### src/rtl/upgrade_spawner.sv
// Speed-upgrade producer: spawns a pickup at an LFSR-chosen position, keeps it visible for a
// bounded lifetime, and retires it on collection or timeout with a one-frame collector clear.
module upgrade_spawner #(
    parameter int          SPAWN_DELAY  = 300,
    parameter int          LIFETIME     = 600,
    parameter int          X_MIN        = 40,
    parameter int          X_MAX        = 600,
    parameter int          Y_MIN        = 40,
    parameter int          Y_MAX        = 440,
    parameter int          UPGRADE_SIZE = 8,
    parameter logic [15:0] LFSR_SEED    = 16'hACE1
) (
    input  logic       frame_clk,
    input  logic       Reset,
    input  logic       enable,
    input  logic       was_collected,
    output logic [9:0] UpgradeX,
    output logic [9:0] UpgradeY,
    output logic [9:0] Upgrade_Size,
    output logic       upgrade_visible,
    output logic       collector_clear,
    output logic [7:0] spawn_count
);

    localparam int CMAX = (SPAWN_DELAY > LIFETIME) ? SPAWN_DELAY : LIFETIME;
    localparam int CW   = ($clog2(CMAX) > 10) ? $clog2(CMAX) : 10;

    localparam logic [10:0] RX = 11'(X_MAX - X_MIN + 1);
    localparam logic [10:0] RY = 11'(Y_MAX - Y_MIN + 1);

    localparam logic [CW-1:0] DELAY_LAST = CW'(SPAWN_DELAY - 1);
    localparam logic [CW-1:0] LIFE_LAST  = CW'(LIFETIME - 1);

    localparam logic [1:0] ST_WAIT   = 2'd0;
    localparam logic [1:0] ST_ACTIVE = 2'd1;
    localparam logic [1:0] ST_CLEAR  = 2'd2;

    logic [1:0]    state;
    logic [CW-1:0] cnt;
    logic [15:0]   lfsr;
    logic [9:0]    off_x;
    logic [9:0]    off_y;

    // Ranges are at least 342, so a 10-bit value needs at most two subtractions.
    function automatic logic [9:0] fold(input logic [9:0] r, input logic [10:0] range);
        logic [10:0] v;
        v = {1'b0, r};
        if (v >= range) v = v - range;
        if (v >= range) v = v - range;
        return v[9:0];
    endfunction

    assign off_x        = fold(lfsr[9:0], RX);
    assign off_y        = fold(lfsr[15:6], RY);
    assign Upgrade_Size = 10'(UPGRADE_SIZE);

    // Free-running Galois LFSR, advances every frame regardless of game state.
    always_ff @(posedge frame_clk or posedge Reset) begin
        if (Reset)
            lfsr <= LFSR_SEED;
        else
            lfsr <= {1'b0, lfsr[15:1]} ^ (lfsr[0] ? 16'hB400 : 16'h0000);
    end

    always_ff @(posedge frame_clk or posedge Reset) begin
        if (Reset) begin
            state           <= ST_WAIT;
            cnt             <= '0;
            UpgradeX        <= 10'(X_MIN);
            UpgradeY        <= 10'(Y_MIN);
            upgrade_visible <= 1'b0;
            collector_clear <= 1'b0;
            spawn_count     <= 8'd0;
        end else begin
            case (state)
                ST_WAIT: begin
                    if (enable) begin
                        if (cnt == DELAY_LAST) begin
                            state           <= ST_ACTIVE;
                            cnt             <= '0;
                            UpgradeX        <= 10'(X_MIN) + off_x;
                            UpgradeY        <= 10'(Y_MIN) + off_y;
                            upgrade_visible <= 1'b1;
                            if (spawn_count != 8'hFF)
                                spawn_count <= spawn_count + 8'd1;
                        end else begin
                            cnt <= cnt + 1'b1;
                        end
                    end
                end
                ST_ACTIVE: begin
                    // Collection is honoured even while paused and beats a same-frame timeout.
                    if (was_collected || (enable && cnt == LIFE_LAST)) begin
                        state           <= ST_CLEAR;
                        cnt             <= '0;
                        upgrade_visible <= 1'b0;
                        collector_clear <= 1'b1;
                    end else if (enable) begin
                        cnt <= cnt + 1'b1;
                    end
                end
                ST_CLEAR: begin
                    state           <= ST_WAIT;
                    cnt             <= '0;
                    collector_clear <= 1'b0;
                end
                default: begin
                    state           <= ST_WAIT;
                    cnt             <= '0;
                    upgrade_visible <= 1'b0;
                    collector_clear <= 1'b0;
                end
            endcase
        end
    end

endmodule
### config.mk
export PLATFORM = sky130hd
export DESIGN_NAME = upgrade_spawner
export DESIGN_NICKNAME = d
export VERILOG_FILES = /design/src/rtl/upgrade_spawner.sv
export SDC_FILE = /design/constraint.sdc
export NUM_CORES = 1
export LEC_CHECK = 0
export ABC_AREA = 1
export BUFFER_PORTS_ARGS = -buffer_cell sky130_fd_sc_hd__buf_2
export CORE_AREA = 4 4 93 95
export CTS_CLUSTER_SIZE = 16
export DETAILED_ROUTE_END_ITERATION = 10
export DIE_AREA = 0 0 97 99
export PLACE_DENSITY = 0.74
export SYNTH_ARGS = -nofsm -noshare
export SYNTH_HDL_FRONTEND = slang
export SYNTH_SLANG_ARGS = --single-unit
### constraint.sdc
create_clock -name frame_clk -period 9.3 [get_ports frame_clk]
set_input_delay 1.395 -clock frame_clk [delete_from_list [all_inputs] [get_ports frame_clk]]
set_output_delay 1.395 -clock frame_clk [all_outputs]
set_load 0.005 [all_outputs]
==> tab_implementation.tex <==
\begin{tabular}{lr}
\hline
Metric & Value \\
\hline
\multicolumn{2}{l}{\textbf{Clock tree}} \\
CTS H-Tree Depth & 3 \\
CTS Buffer Depth & 2 \\
CTS resizes & 0 \\
Number of buffers created by CTS & 9 \\
Post-CTS setup repair buffer count & 0 \\
Clock transition at the registers of the reported paths & 0.07 ns \\
Clock tree from TritonCTS & done \\
TritonCTS Sinks & 58 \\
Buffer cell driving the clock tree root & sky130\_fd\_sc\_hd\_\_clkbuf\_8 \\
Hold-fix buffers at CTS & 0 \\
Clock insertion delay at the later pin of the skew report & 0.35 ns \\
\multicolumn{2}{l}{\textbf{Placement}} \\
Sum of net half-perimeters after detailed placement & 7.20 mm \\
Placer's final routability congestion estimate & 0.976 \\
Number of port buffers & 33 \\
Area after DPL & 0.00442 mm\^{}2 \\
\multicolumn{2}{l}{\textbf{Setup path}} \\
Most repeated library cell on the critical path & sky130\_fd\_sc\_hd\_\_nand2\_1 \\
Critical-path top delay cell & sky130\_fd\_sc\_hd\_\_dfstp\_2 \\
Delay contributed by the slowest stage of the critical path & 0.41 ns \\
Maximum fanout along the worst path & 16 \\
Worst endpoint data arrival time & 3.84 ns \\
Required time of the critical path & 9.53 ns \\
R2R Path Start & lfsr[6] \\
Startpoint type of the worst setup path & flop \\
Category of the critical setup timing path & flop to flop \\
Worst setup startpoint & lfsr[6] \\
Crit path capture type & flop \\
\multicolumn{2}{l}{\textbf{Floorplanning}} \\
I/O pin count & 44 \\
Die footprint & 0.00960 mm\^{}2 \\
Horiz. Die Dim & 97 um \\
Starting density of the core & 0.549 \\
Area of the placeable core & 0.00773 mm\^{}2 \\
Height of the chip & 99 um \\
Core Rows & 32 \\
\multicolumn{2}{l}{\textbf{Drt}} \\
Wire per inst & 12.6 um \\
Iteration-0 DRC count of the detailed router & 173 \\
Vias after detailed routing & 3844 \\
Post-Route WL & 9.28 mm \\
Post-detailed-route count of antenna-violating nets & 0 \\
Iteration count of the initial detailed-routing pass & 6 \\
Via/cell ratio & 5.21 \\
Remaining DRCs & 0 \\
\multicolumn{2}{l}{\textbf{STA}} \\
Max transition margin & 0.432 \\
Setup Total Neg Slack & 0 ns \\
Final Hold Viols & 0 \\
Period Utilization, post-route & 0.388 \\
Max Clock Skew & 0.0134 ns \\
Transition time at the pin with the least slew margin & 0.845 ns \\
Clock period minus final worst setup slack & 3.61 ns \\
Achievable clock frequency & 277 MHz \\
Max Slew Vio Count & 0 \\
Unrepaired setup endpoints after global routing & false \\
Final setup violating endpoints & 0 \\
\multicolumn{2}{l}{\textbf{Synth}} \\
Count of warnings emitted by yosys & 0 \\
Average cell area after synthesis & 7.13 um\^{}2 \\
Register bit total from synthesis & 58 \\
Syn Inst Count & 595 \\
Cell Area, Synth & 0.00424 mm\^{}2 \\
Async set-reset flop share out of synthesis & 1.00 \\
Distinct cell type count of the synthesized netlist & 46 \\
Predominant post-synthesis flop cell & sky130\_fd\_sc\_hd\_\_dfrtp\_1 \\
Portion of the post-synthesis area used by sequential elements & 0.346 \\
Number of enable flip-flop cells after synthesis & 0 \\
\multicolumn{2}{l}{\textbf{Final layout}} \\
Final net count & 648 \\
Finished layout cell area & 0.00464 mm\^{}2 \\
Share of final-layout standard cells stronger than drive strength 1 & 0.184 \\
Growth of design area from synthesis to finish & 9.44\% \\
Core Util, Final & 0.601 \\
Number of filler instances in the final layout & 712 \\
Final antenna diode count & 0 \\
\multicolumn{2}{l}{\textbf{Power}} \\
Power per cell area & 136 mW/mm\^{}2 \\
P\_int & 0.453 mW \\
IR drop worst, VDD & 0.0000781 V \\
Total Power Consumption & 0.632 mW \\
Share of power burned in the clock network & 0.406 \\
Sequential share of power & 0.471 \\
Sw Share & 0.283 \\
Part of the power in combinational logic & 0.123 \\
Net Switching & 0.179 mW \\
Leakage power & 2.63 nW \\
\multicolumn{2}{l}{\textbf{Global route}} \\
Vias in the first global route & 3669 \\
Total routing usage reported by global routing & 0.201 \\
Global route overflow & 0 \\
Wire length of the first global-routing pass & 16.1 mm \\
Initial antenna violation count & 0 \\
Maximum number of pins on one net before global-route repair & 59 \\
\multicolumn{2}{l}{\textbf{Min path}} \\
Hold WC Path Type & flop to flop \\
Worst Min Path Start & lfsr[1] \\
\multicolumn{2}{l}{\textbf{Status}} \\
Run status & finished, final reports clean \\
\multicolumn{2}{l}{\textbf{Flow run}} \\
Max-cap violation count & 0 \\
\hline
\end{tabular}
==> power by group through the flow <==
| stage | sequential [mW] | clock, mW | combinational (mW) |
|---|---|---|---|
| after floorplan | 0.296 | 0 | 0.0593 |
| after global placement | 0.301 | 0 | 0.0748 |
| after detailed placement | 0.302 | 0 | 0.0778 |
| after CTS | 0.297 | 0.262 | 0.0782 |
| after global routing | 0.301 | 0.277 | 0.0894 |
| final | 0.298 | 0.256 | 0.0779 |
==> area by class of cell <==
cell class | count | area, um^2 | area share
sequential | 58 | 1470 | 0.316
clock buffer | 9 | 124 | 0.0267
clock inverter | 7 | 93.8 | 0.0202
inverter | 87 | 330 | 0.0712
tap | 102 | 128 | 0.0275
multi-input combinational | 441 | 2330 | 0.501
timing repair buffer | 34 | 173 | 0.0372
==> critical path, delay by kind of cell (launching register included) <==
kind,cells,cell delay (ns)
DFF,1,0.41
buffers and inverters,5,0.55
adders and majority gates,3,0.52
and+or+nand+nor,18,2.01
==> synth_stat cells (all sizes together), types with 2 or more instances <==
cell	number	area [um^2]
nor3	10	50.1
a31oi	5	31.3
dfstp	12	315
ha	13	163
and3	2	12.5
nand4	18	128
nand3b	3	22.5
xnor2	4	35.0
buf	15	140
a21oi	14	81.3
dfrtp	46	1150
clkbuf	2	7.51
clkinv	4	18.8
a21boi	2	18.8
conb	2	7.51
o21ai	25	144
nand3	56	313
nand2	207	850
nor4	5	31.3
inv	83	312
nor2	43	206
xor2	15	131
==> kinds of logic (layout without fill, tap and decap cells) <==
logic type,after synthesis,in the layout,synth area share
buffers and inverters,104,137,0.113
adder cells (fa/ha/maj),13,13,0.0383
multiplexers,1,1,0.00236
AO/OA/AOI/OAI,53,53,0.0779
AND/OR/NAND/NOR,345,345,0.382
other,2,10,0.00177
flip-flops,58,58,0.346
XOR/XNOR,19,19,0.0392
==> cell usage in the layout (no fill, tap or decap), drive strengths merged <==
cell,n
nor4,5
o211ai,1
dfrtp,46
nand2,207
a22oi,1
nor3b,1
clkinv,7
and3,2
o21bai,1
xnor2,4
a22o,1
ha,13
nor2,43
a211oi,1
mux2i,1
a21boi,2
o21ai,25
buf,34
xor2,15
clkinvlp,2
nand3,56
nand4,18
dfstp,12
nor3,10
conb,10
bufinv,2
nand3b,3
o31ai,1
clkbuf,9
inv,83
a41oi,1
a31oi,5
a21oi,14
==> registers in the layout (all words and copies together), names as in the netlist <==
register	flops
cnt	10
UpgradeY	10
spawn_count	8
collector_clear	1
upgrade_visible	1
UpgradeX	10
lfsr	16
state	2
==> stage by stage <==
step	hold slack (ns)	instances	setup WS (ns)
global placement	0.391	722	5.89
CTS	0.404	738	5.72
finish	0.403	738	5.69
global route	0.415	738	5.25
detailed placement	0.401	722	5.72
floorplan	0.369	603	6.16
==> metal layers <==
layer	wire length (um)	vias up	track usage
li1	-	1963	-
met1	4230	1758	0.245
met2	4400	100	0.342
met3	429	23	0.0474
met4	216	0	0.0810
met5	0	-	0
==> worst paths after layout <==
kind                                    to  slack (ns)  depth (start not counted)
hold reg to reg                    lfsr[0]        0.40                          0
hold / removal                     lfsr[0]        0.40                          0
setup / recovery               UpgradeX[9]        5.69                         26
max in group asynchronous          lfsr[4]        7.58                          3
setup reg to reg               UpgradeX[9]        5.69                         26
min in group asynchronous  collector_clear        1.25                          3
Note: power is estimated with default switching activity, not from simulation.
